==> config.mk <==
export PLATFORM = sky130hd
export DESIGN_NAME = clk_div_param_flat
export DESIGN_NICKNAME = d
export VERILOG_FILES = /design/src/rtl/clk_div_param_if.sv /design/src/rtl/clk_div_param.sv /design/src/flat_wrapper.sv
export SDC_FILE = /design/constraint.sdc
export NUM_CORES = 1
export LEC_CHECK = 0
export BUFFER_PORTS_ARGS = -buffer_cell sky130_fd_sc_hd__buf_2
export CORE_MARGIN = 5
export CORE_UTILIZATION = 40
export DETAILED_ROUTE_END_ITERATION = 8
export HOLD_SLACK_MARGIN = 0.08
export PLACE_DENSITY = 0.59
export SLEW_MARGIN = 25
export SYNTH_ARGS = -nofsm -noshare
export SYNTH_HDL_FRONTEND = slang
export SYNTH_SLANG_ARGS = --single-unit
export TNS_END_PERCENT = 100
==> constraint.sdc <==
create_clock -name i_ref_clk -period 3.5 [get_ports i_ref_clk]
set_clock_uncertainty 0.2 [all_clocks]
set_input_delay 0.175 -clock i_ref_clk [delete_from_list [all_inputs] [get_ports i_ref_clk]]
set_output_delay 0.175 -clock i_ref_clk [all_outputs]
set_load 0.01 [all_outputs]
==> src/rtl/clk_div_param_if.sv <==
// clk_div_param_if: control/status bundle of the programmable clock divider.
// master drives enable, ratio and load; slave returns ack, divided clock, pulse.
interface clk_div_param_if #(
  parameter int unsigned WIDTH = 8
);
  logic             i_clk_en;
  logic [WIDTH-1:0] i_div_ratio;
  logic             i_ratio_load;
  logic             o_ratio_ack;
  logic             o_div_clk;
  logic             o_div_pulse;

  modport master (
    output i_clk_en,
    output i_div_ratio,
    output i_ratio_load,
    input  o_ratio_ack,
    input  o_div_clk,
    input  o_div_pulse
  );

  modport slave (
    input  i_clk_en,
    input  i_div_ratio,
    input  i_ratio_load,
    output o_ratio_ack,
    output o_div_clk,
    output o_div_pulse
  );
endinterface

==> src/rtl/clk_div_param.sv <==
// clk_div_param: integer clock divider with glitch-free ratio reload.
// Ports: i_ref_clk, i_rst_n (async, low), bus (slave: en/ratio/load in; ack/clk/pulse out).
module clk_div_param #(
  parameter int unsigned WIDTH         = 8,
  parameter int unsigned RESET_RATIO   = 2,
  parameter bit          ODD_HIGH_LONG = 1'b0
) (
  input  logic            i_ref_clk,
  input  logic            i_rst_n,
  clk_div_param_if.slave  bus
);

  typedef enum logic {
    S_IDLE = 1'b0,
    S_RUN  = 1'b1
  } state_e;

  state_e           state_q, state_d;
  logic [WIDTH-1:0] act_q, act_d;
  logic [WIDTH-1:0] pend_q, pend_d;
  logic             pv_q, pv_d;
  logic [WIDTH-1:0] cnt_q, cnt_d;
  logic             dq_q, dq_d;
  logic             pulse_q, pulse_d;
  logic             ack_q, ack_d;

  logic             go;
  logic             wrap;
  logic             apply;
  logic [WIDTH-1:0] hi;
  logic [WIDTH-1:0] cnt_nxt;

  assign go   = bus.i_clk_en && (act_q >= WIDTH'(2));
  // high phase length; the extra half cycle goes high only when asked
  assign hi   = (act_q >> 1)
              + WIDTH'(ODD_HIGH_LONG && act_q[0]);
  assign wrap = (cnt_q == act_q - 1'b1);
  assign cnt_nxt = wrap ? '0 : cnt_q + 1'b1;
  // ratio may only change on a period boundary or while idle
  assign apply = (state_q == S_IDLE) || (go && wrap);

  always_comb begin
    state_d = state_q;
    cnt_d   = cnt_q;
    dq_d    = dq_q;
    pulse_d = 1'b0;
    act_d   = act_q;
    pend_d  = pend_q;
    pv_d    = pv_q;
    ack_d   = 1'b0;

    unique case (1'b1)
      !go: begin
        state_d = S_IDLE;
        cnt_d   = '0;
        dq_d    = 1'b0;
        pulse_d = 1'b0;
      end
      go && (state_q == S_IDLE): begin
        state_d = S_RUN;
        cnt_d   = '0;
        dq_d    = 1'b1;
        pulse_d = 1'b1;
      end
      go && (state_q == S_RUN): begin
        cnt_d   = cnt_nxt;
        dq_d    = (cnt_nxt < hi);
        pulse_d = (cnt_nxt == '0);
      end
      default: begin
        state_d = S_IDLE;
      end
    endcase

    // a load landing on an apply point bypasses the pending slot
    if (bus.i_ratio_load) begin
      pend_d = bus.i_div_ratio;
      if (apply) begin
        act_d = bus.i_div_ratio;
        pv_d  = 1'b0;
        ack_d = 1'b1;
      end else begin
        pv_d  = 1'b1;
      end
    end else if (apply && pv_q) begin
      act_d = pend_q;
      pv_d  = 1'b0;
      ack_d = 1'b1;
    end
  end

  always_ff @(posedge i_ref_clk or negedge i_rst_n) begin
    if (!i_rst_n) begin
      state_q <= S_IDLE;
      act_q   <= WIDTH'(RESET_RATIO);
      pend_q  <= '0;
      pv_q    <= 1'b0;
      cnt_q   <= '0;
      dq_q    <= 1'b0;
      pulse_q <= 1'b0;
      ack_q   <= 1'b0;
    end else begin
      state_q <= state_d;
      act_q   <= act_d;
      pend_q  <= pend_d;
      pv_q    <= pv_d;
      cnt_q   <= cnt_d;
      dq_q    <= dq_d;
      pulse_q <= pulse_d;
      ack_q   <= ack_d;
    end
  end

  // bypass passes the reference clock straight through
  assign bus.o_div_clk   = (go && (state_q == S_RUN)) ? dq_q : i_ref_clk;
  assign bus.o_div_pulse = pulse_q;
  assign bus.o_ratio_ack = ack_q;

endmodule

==> src/flat_wrapper.sv <==
// flat-port wrapper written by rule: the top's interface ports become plain ports
module clk_div_param_flat 
#(
  parameter int unsigned WIDTH         = 8,
  parameter int unsigned RESET_RATIO   = 2,
  parameter bit          ODD_HIGH_LONG = 1'b0
)
  (i_ref_clk, i_rst_n, bus_i_clk_en, bus_i_div_ratio, bus_i_ratio_load, bus_o_ratio_ack, bus_o_div_clk, bus_o_div_pulse);
  clk_div_param_if #(.WIDTH(WIDTH)) bus_i ();
  input  logic i_ref_clk;
  input  logic i_rst_n;
  input wire logic [$bits(bus_i.i_clk_en)-1:0] bus_i_clk_en;
  input wire logic [$bits(bus_i.i_div_ratio)-1:0] bus_i_div_ratio;
  input wire logic [$bits(bus_i.i_ratio_load)-1:0] bus_i_ratio_load;
  output wire logic [$bits(bus_i.o_ratio_ack)-1:0] bus_o_ratio_ack;
  output wire logic [$bits(bus_i.o_div_clk)-1:0] bus_o_div_clk;
  output wire logic [$bits(bus_i.o_div_pulse)-1:0] bus_o_div_pulse;
  assign bus_i.i_clk_en = bus_i_clk_en;
  assign bus_i.i_div_ratio = bus_i_div_ratio;
  assign bus_i.i_ratio_load = bus_i_ratio_load;
  assign bus_o_ratio_ack = bus_i.o_ratio_ack;
  assign bus_o_div_clk = bus_i.o_div_clk;
  assign bus_o_div_pulse = bus_i.o_div_pulse;
  clk_div_param #(.WIDTH(WIDTH), .RESET_RATIO(RESET_RATIO), .ODD_HIGH_LONG(ODD_HIGH_LONG)) u_core (.i_ref_clk(i_ref_clk), .i_rst_n(i_rst_n), .bus(bus_i));
endmodule
======== Word-level counts from Yosys, hierarchy flattened ========
Cells that the tools add are included.
word-level totals
  bits in registers ....................... 29
  bits of input ports ..................... 12
  output and inout bits ................... 3
  logic and storage cells ................. 43
cells by class
  mux-type cells .......................... 15
  add/subtract/negate cells ............... 2
  order comparisons ....................... 2
  reductions and logical operators ........ 13
  bitwise operators ....................... 1
  equality and inequality tests ........... 2
operators with widths
  operator                                              number
  2-to-1 mux 8 bit                                      4
  one-hot mux 8 bit (2 select lines)                    1
  adder 8 x 1 -> 8 bit (second input constant)          1
  equality test 8 bit                                   1
  >= comparator 8 x 2 -> 1 bit (second input constant)  1
  logical NOT 8 bit                                     1
  < comparator 8 x 7 -> 1 bit                           1
  subtractor 8 x 1 -> 8 bit (second input constant)     1
  2-to-1 mux 1 bit                                      7
  logical AND 1 bit                                     5
  one-hot mux 1 bit (2 select lines)                    2
  nonzero test 2 bit                                    2
  one-hot mux 1 bit (3 select lines)                    1
  nonzero test 3 bit                                    1
  != test 2 x 1 -> 1 bit (second input constant)        1
  AND reduction 2 bit                                   1
  OR reduction 2 bit                                    1
  logical NOT 1 bit                                     1
  logical OR 1 bit                                      1
  NOT 1 bit                                             1

======== Longest topological paths before layout ========
Gate-level depths: netlist of run 1.
  word-level depth ........................ 7
  mapped depth ............................ 16
  mapped depth without buffers ............ 15

==> results of run 1 <==
==> layer usage <==
metal  up-vias  part of all wire  GRT usage
li1        857                 -          -
met1       856              0.47      0.227
met2        40              0.47      0.254
met3         9             0.042     0.0362
met4         0             0.017     0.0847
met5         -                 0          0
==> worst max-delay path, stage by stage, from the launching register on <==
cell and delay [ns]:
dfstp_2 0.61, inv_1 0.08, ha_2 0.33, xnor2_1 0.08
nor3_2 0.21, o2111a_1 0.26, nand2_1 0.09, and2_1 0.16
ha_1 0.28, nor2b_1 0.13, o21a_1 0.16, o21a_1 0.18
o2111ai_1 0.20, a21oi_1 0.10, a21oi_1 0.15
==> per-stage QoR <==
stage	power [mW]	area, sq um	hold WS [ns]
detailed placement	0.985	2180	0.0516
CTS	1.38	2500	0.178
global placement	0.986	2180	0.0460
floorplan	0.868	2070	-0.321
finish	1.38	2500	0.156
global route	1.48	2500	0.229
==> path summary, 6_finish.rpt <==
kind	startpoint	to	slack (ns)
max reg2reg	u_core.act_q[1]$_DFFE_PN1P_	u_core.dq_q$_DFFE_PN0P_	0.21
min reg2reg	u_core.cnt_q[0]$_DFFE_PN0P_	u_core.cnt_q[0]$_DFFE_PN0P_	0.35
max in group asynchronous	i_rst_n	u_core.cnt_q[4]$_DFFE_PN0P_	2.50
min	i_rst_n	u_core.bus.o_ratio_ack$_DFF_PN0_	0.16
max	u_core.act_q[1]$_DFFE_PN1P_	u_core.dq_q$_DFFE_PN0P_	0.21
min in group i_ref_clk	bus_i_ratio_load	u_core.act_q[4]$_DFFE_PN0P_	0.34
==> sequential cells by signal (all words and copies together) (netlist names) <==
name / cells
u_core.act_q: 8
u_core.pv_q: 1
u_core.cnt_q: 8
u_core.pend_q: 8
u_core.dq_q: 1
u_core.bus.o_div_pulse: 1
u_core.state_q: 1
u_core.bus.o_ratio_ack: 1
==> layout by cell type (no fill, tap or decap), types with 9 or more instances in the layout <==
| cell type | netlist | final |
|---|---|---|
| dlygate4sd3_1 | 0 | 18 |
| nor3_1 | 17 | 17 |
| or2b_2 | 9 | 9 |
| buf_2 | 3 | 14 |
| clkbuf_8 | 0 | 9 |
| xnor2_1 | 9 | 9 |
| dfrtp_1 | 28 | 28 |
| inv_1 | 10 | 10 |
| nand2_1 | 14 | 14 |
| a21oi_1 | 13 | 13 |
| o21ai_0 | 11 | 11 |
| nor4_1 | 9 | 9 |
==> repair_timing <==
action,CTS,global route
gates resized for setup,0,1
hold buffers,18,0
endpoints found under the hold margin,38,0
endpoints found under the setup margin,0,1
==> power groups by stage <==
stage	combinational (mW)	clock, mW	sequential (mW)
after floorplan	0.405	0.0135	0.449
after global placement	0.501	0.0208	0.464
after detailed placement	0.500	0.0208	0.464
after CTS	0.526	0.402	0.457
after global routing	0.594	0.425	0.466
final	0.533	0.391	0.458
==> cell type report <==
class,instances,area (sq um),share of cell area
clock buffer,11,133,0.0531
timing repair buffer,36,283,0.113
inverter,11,41.3,0.0165
tap,70,87.6,0.0351
clock inverter,1,7.51,0.00300
sequential,29,727,0.291
multi-input combinational,165,1220,0.488
==> kinds of logic after synthesis <==
| family | share of synthesized area |
|---|---|
| AOI/OAI and AO/OA | 0.160 |
| buffers and inverters | 0.0587 |
| xor gates and xnor gates | 0.0727 |
| DFF | 0.352 |
| and+or+nand+nor | 0.253 |
| muxes | 0.0491 |
| adders and majority gates | 0.0545 |
==> impl_metrics.ini, run 1 <==
[power]
ir_worst_vdd_mv = 0.253
pwr_density_cell_mw_per_mm2 = 553
switching_power_mw = 0.516
power_leakage_nw = 1.06
switching_share = 0.373
combinationalPowerShare = 0.385
p_int_mw = 0.866
p_clk_frac = 0.283
power_frac_seq = 0.332

[critical_path]
worstPathArrival_ns = 3.40
path_max_fanout = 8
startpoint_type = flip-flop
path_class = reg -> reg
cp.required_ns = 3.61
endpoint_kind = flip-flop
rr_worst_depth = 14

[timing]
rsz0062_at_grt = false
setup_ws_ns = 0.212
fmax_mhz = 304
finalCritPeriodShare = 0.939
hold_viol = 0
relSlewSlack = 0.551
maxSlewViolCount = 0
tns_ns = 0
worst_pin_slew_ns = 0.673
final-setup-viol-count = 0
fin_crit_ns = 3.29

[synth]
synthTopCellsByCount = dfrtp_1, nor3_1, nand2_1
syn_inst = 216
synth.net_count = 237
ys_seq_area_frac = 0.352
yosysWarnings = 0
yosysMostFrequentCell = dfrtp_1
syn_area_per_cell_sq_um = 9.56
synthArstFlopShare = 1.00
synth.area.top_cells = dfrtp_1, ha_1, mux2_2, nor3_1, o22a_2
synth_top_area_cell = dfrtp_1
syn-cell-area_sq_mm = 0.00207
yosysUniqueCellTypes = 50
ys.flop_type = dfrtp_1
synth_edf_count = 0
ys_seq_elements = 29
yosysTopAreaCellShare = 0.339

[routing]
ant_nets = 0
wl_microns = 4880
wl_per_cell_microns = 15.1
drt_iter0_drc = 100
drc = 0
first_pass_iters = 4
via_per_inst = 5.46
vias = 1762

[die]
core_sq_mm = 0.00507
io_pins = 15
fp.dieH_microns = 81.9
rows = 26
initial_core_util = 0.407
fp.dieArea_sq_mm = 0.00670
dieWidth_microns = 81.9

[placed_design]
dp_cells = 294
port-buffer-count = 14
gp_congestion = 0.877
dp_hpwl_microns = 3340
detailedPlace.worstSlack_ns = 0.197

[cells_and_area]
syn2layout_area_growth_pct = 21.0
num_antenna_cells = 0
stdcell_count = 323
final_nets = 273
fillers = 503
postLayoutCoreUtil = 0.492
layout-drive-gt1-share = 0.265

[global_routing]
grt_usage = 0.169
grt_pass1_wl_microns = 8500
grt_pass1_vias = 1713
antenna_found_initial = 0
grt_max_degree = 30
overflow = 0

[clock_network]
cts.clk_slew.worst_paths_ns = 0.07
cts_setup_buffers = 0
insertion_delay_ns = 0.39
cts_tree = done

[flow_run]
maxCapViolCount = 0

[outcome]
outcome = complete, no violations

[min_path]
min_path_type = in -> async
Power figures use the tool's default switching activity.
==> inputs of run 2 (changes only) <==
==> constraint.sdc (replaced) <==
create_clock -name i_ref_clk -period 3.9 [get_ports i_ref_clk]
set_clock_uncertainty 0.2 [all_clocks]
set_input_delay 0.195 -clock i_ref_clk [delete_from_list [all_inputs] [get_ports i_ref_clk]]
set_output_delay 0.195 -clock i_ref_clk [all_outputs]
set_load 0.01 [all_outputs]
==> run 2 against run 1 <==
Worst hold slack better by 0.027 ns. Clock power down 8.2%. Largest cell class unchanged. Critical path depth unchanged. First-iteration DRC count down 22%. Sequential power down 9.0%. Die area unchanged.
==> impl_metrics.ini, run 2 (synthesis gave the netlist of run 1 again) <==
[cells_and_area]
stdcell_count = 321
layout_common_cells = dfrtp_1, dlygate4sd3_1, nor3_1, nand2_1, buf_2
postLayoutCoreUtil = 0.489
syn2layout_area_growth_pct = 20.1
fillers = 510
num_antenna_cells = 0
layout-drive-gt1-share = 0.255
layout_commonest_cell = dfrtp_1
reg.largest.list = u_core.act_q: 8 flops, u_core.cnt_q: 8 flops, u_core.pend_q: 8 flops
final_nets = 271

[critical_path]
worstPathArrival_ns = 3.42
path_max_fanout = 8
startpoint_type = flip-flop
startpoint = u_core.act_q[1]$_DFFE_PN1P_
cp.required_ns = 4.01
endpoint = u_core.dq_q$_DFFE_PN0P_
reg2reg_from = u_core.act_q[1]$_DFFE_PN1P_
ff2ff_setup_slack_ns = 0.59
rr_worst_depth = 14
timing.rr.end = u_core.dq_q$_DFFE_PN0P_
path_class = reg -> reg
endpoint_kind = flip-flop

[clock_network]
cts_setup_buffers = 0
insertion_delay_ns = 0.39
holdBufCountCts = 18
cts.clk_slew.worst_paths_ns = 0.07
cts_resized = 0
cts_tree = done

[die]
initial_core_util = 0.407
fp.dieH_microns = 81.9
fp.dieArea_sq_mm = 0.00670
io_pins = 15
core_sq_mm = 0.00507
rows = 26
dieWidth_microns = 81.9

[placed_design]
dp_cells = 292
dp_hpwl_microns = 3450
gp_congestion = 0.848
port-buffer-count = 14

[routing]
first_pass_iters = 4
vias = 1712
wl_per_cell_microns = 15.5
wl_microns = 4970
via_per_inst = 5.33
ant_nets = 0
drc = 0
drt_iter0_drc = 78

[timing]
finalCritPeriodShare = 0.848
hold_ws_ns = 0.184
hold_viol = 0
relSlewSlack = 0.555
tns_ns = 0
worst_pin_slew_ns = 0.668
final-setup-viol-count = 0
rsz0062_at_grt = false
maxSlewViolCount = 0
fmax_mhz = 302
fin_crit_ns = 3.31

[min_path]
min_path_type = in -> async

[global_routing]
grt_util_met1 = 0.220
grtUsageMet3 = 0.0428
grt-busiest-layer = met2
grt_pass1_wl_microns = 8530
grt_usage = 0.171
grt_use_met2 = 0.271
antenna_found_initial = 0
overflow = 0
grt_max_degree = 30
grt_pass1_vias = 1677

[power]
pwr_density_cell_mw_per_mm2 = 498
power_leakage_nw = 1.06
total_power_mw = 1.24
ir_worst_vdd_mv = 0.241

[outcome]
outcome = complete, no violations

[flow_run]
maxCapViolCount = 0
run 2: changes by cell type in the layout (fill, tap and decap cells not counted), sizes merged:
cell / before / now
buf: 19 / 17
run 2: power breakdown:
part | total (mW) | switching, mW | internal [mW]
logic | 0.458 | 0.255 | 0.203
registers | 0.417 | 0.0703 | 0.347
clock network | 0.359 | 0.141 | 0.219
run 2: routing by layer:
layer  vias to the layer above  part of all wire  wire [microns]
met4                         0             0.023             112
met3                        11             0.029             145
li1                        854                 -               -
met1                       815              0.47            2320
met2                        32              0.48            2400
met5                         -                 0               0
run 2: through the flow:
stage | setup WS (ns) | area [sq um]
floorplan | 0.649 | 2070
global placement | 0.604 | 2170
detailed placement | 0.586 | 2170
CTS | 0.569 | 2480
global route | 0.320 | 2480
finish | 0.593 | 2480
run 2: how the worst min path moves through the flow:
stage                     startpoint                      endpoint  slack, ns  depth (start not counted)
after global routing         i_rst_n  u_core.pend_q[7]$_DFFE_PN0P_       0.25                          2
after floorplan              i_rst_n   u_core.act_q[0]$_DFFE_PN0P_      -0.30                          0
after global placement       i_rst_n  u_core.pend_q[7]$_DFFE_PN0P_       0.06                          1
after detailed placement     i_rst_n  u_core.pend_q[7]$_DFFE_PN0P_       0.07                          1
after CTS                    i_rst_n   u_core.act_q[5]$_DFFE_PN0P_       0.21                          2
final                        i_rst_n  u_core.pend_q[6]$_DFFE_PN0P_       0.18                          2
run 2: area by class of cell:
type                       count  area, sq um  area share
timing repair buffer          34          268       0.108
tap                           70         87.6      0.0353
clock buffer                  11          133      0.0535
sequential                    29          727       0.293
multi-input combinational    165         1220       0.491
clock inverter                 1         7.51     0.00303
inverter                      11         41.3      0.0166
run 2: critical path: stages, from the launching register on:
cell and delay [ns]:
dfstp_2 0.62, inv_1 0.08, ha_1 0.29, xnor2_1 0.14, nor3_2 0.26, o2111a_1 0.25, nand2_1 0.07, and2_1 0.16
ha_1 0.28, nor2b_1 0.13, o21a_1 0.16, o21a_1 0.17, o2111ai_1 0.18, a21oi_1 0.08, a21oi_1 0.14
==> inputs of run 3 (changes only) <==
==> constraint.sdc (replaced) <==
create_clock -name i_ref_clk -period 3.25 [get_ports i_ref_clk]
set_clock_uncertainty 0.2 [all_clocks]
set_input_delay 0.1625 -clock i_ref_clk [delete_from_list [all_inputs] [get_ports i_ref_clk]]
set_output_delay 0.1625 -clock i_ref_clk [all_outputs]
set_load 0.01 [all_outputs]
==> run 3 against run 2 <==
Flip-flop and latch count is the same. Combinational power rose by 38%. Count of clock-buffer cells in the layout decreased by 1. Final cell count increased by 2.2%. Non-clock buffer count grew 7. Worst hold slack got worse by 0.040 ns. Worst setup slack worse by 0.44 ns. Global-route usage down 0.68 points. Wire length decreased by 0.46%. Critical path type unchanged. Largest cell class unchanged. Highest routed layer unchanged.
==> impl_metrics.ini, run 3 (synthesis gave the netlist of run 1 again) <==
[outcome]
outcome = complete, no violations

[placed_design]
gp_congestion = 0.839
dpl-instance-area_sq_mm = 0.00222
port-buffer-count = 14
dp_hpwl_microns = 3470

[timing]
fin_crit_ns = 3.09
final-setup-viol-count = 0
finalCritPeriodShare = 0.952
worst_pin_slew_ns = 0.669
rsz0062_at_grt = false
relSlewSlack = 0.554
hold_viol = 0
hold_ws_ns = 0.144
fmax_mhz = 323
tns_ns = 0
maxSlewViolCount = 0

[critical_path]
path_max_fanout = 6
startpoint_type = flip-flop
endpoint_kind = flip-flop
cp.required_ns = 3.36
path_class = reg -> reg
worstPathArrival_ns = 3.21

[routing]
wl_per_cell_microns = 15.1
wl_microns = 4950
ant_nets = 0
first_pass_iters = 4
via_per_inst = 5.29
vias = 1736
drt_iter0_drc = 150
drc = 0

[power]
power_leakage_nw = 1.10
pwr_density_cell_mw_per_mm2 = 626
total_power_mw = 1.60
ir_worst_vdd_mv = 0.302

[die]
dieWidth_microns = 81.9
rows = 26
core_sq_mm = 0.00507
io_pins = 15
fp.dieArea_sq_mm = 0.00670
initial_core_util = 0.407
fp.dieH_microns = 81.9

[cells_and_area]
postLayoutCoreUtil = 0.504
layout-drive-gt1-share = 0.283
final_nets = 278
layout_common_cells = dfrtp_1, dlygate4sd3_1, nor3_1, nand2_1, buf_2
reg.largest.list = u_core.act_q: 8 flops, u_core.cnt_q: 8 flops, u_core.pend_q: 8 flops
num_antenna_cells = 0
final_area_sq_mm = 0.00256
layout_commonest_cell = dfrtp_1
syn2layout_area_growth_pct = 23.8

[clock_network]
cts_setup_buffers = 0
cts.clk_slew.worst_paths_ns = 0.07
cts_tree = done
insertion_delay_ns = 0.39

[global_routing]
overflow = 0
grt_usage = 0.164
antenna_found_initial = 0
grt_pass1_wl_microns = 8370
grt_max_degree = 30
grt_pass1_vias = 1723

[flow_run]
maxCapViolCount = 0

[min_path]
min_path_type = in -> async
-- run 3: cell types whose count changed in the layout (fill, tap and decap cells not counted), sizes merged --
cell and delta:
buf +7, bufinv +1, clkbuf -1, clkinv +1, clkinvlp -1
-- run 3: path summary, 6_finish.rpt --
| path | from | endpoint | slack [ns] | cells past startpoint |
|---|---|---|---|---|
| max | u_core.act_q[0]$_DFFE_PN0P_ | u_core.dq_q$_DFFE_PN0P_ | 0.16 | 14 |
| min | i_rst_n | u_core.pend_q[5]$_DFFE_PN0P_ | 0.14 | 2 |
| max reg2reg | u_core.act_q[0]$_DFFE_PN0P_ | u_core.dq_q$_DFFE_PN0P_ | 0.16 | 14 |
| min reg2reg | u_core.cnt_q[0]$_DFFE_PN0P_ | u_core.cnt_q[0]$_DFFE_PN0P_ | 0.36 | 1 |
| max in group asynchronous | i_rst_n | u_core.cnt_q[3]$_DFFE_PN0P_ | 2.27 | 2 |
| min in group i_ref_clk | bus_i_ratio_load | u_core.act_q[4]$_DFFE_PN0P_ | 0.34 | 5 |
-- run 3: what timing repair did --
action                                  4_1_cts  5_1_grt
gates resized for setup                       0        2
endpoints found under the setup margin        0        1
endpoints found under the hold margin        38        0
hold buffers                                 18        0
-- run 3: final cells by class --
cell class	count	area, sq um
fillers	490	2520
multi-input cells	165	1230
flip-flops and latches	29	727
repair buffers	41	320
clock buffers	10	119
well taps	70	87.6
inverters	11	41.3
clock inverters	2	35.0
-- run 3: metrics by stage --
step	std cells	setup WS, ns
3_3_place_gp	299	0.203
6_report	328	0.156
5_1_grt	328	0.00147
2_1_floorplan	216	0.0447
4_1_cts	328	0.116
3_5_place_dp	299	0.137
-- run 3: critical path, stage by stage, from the launching register on --
cell       delay (ns)
dfrtp_1          0.37
inv_1            0.12
ha_2             0.26
nand2_1          0.08
o31ai_1          0.28
o2111a_1         0.28
nand2_1          0.09
and2_1           0.16
ha_1             0.28
nor2b_1          0.13
o21a_1           0.16
o21a_1           0.17
o2111ai_1        0.20
a21oi_1          0.09
a21oi_1          0.15
-- run 3: power breakdown --
| group | leakage, nW | total [mW] | internal, mW | switching [mW] |
|---|---|---|---|---|
| Clock | 0.0848 | 0.483 | 0.318 | 0.165 |
| Sequential | 0.361 | 0.485 | 0.416 | 0.0685 |
| Combinational | 0.658 | 0.632 | 0.292 | 0.341 |
| Total | 1.10 | 1.60 | 1.03 | 0.575 |
-- run 3: metal layers --
layer  GRT usage  vias to the layer above  part of all wire
li1            -                      864                 -
met1       0.221                      839              0.49
met2       0.258                       26              0.47
met3      0.0340                        7             0.029
met4      0.0598                        0             0.012
met5           0                        -                 0
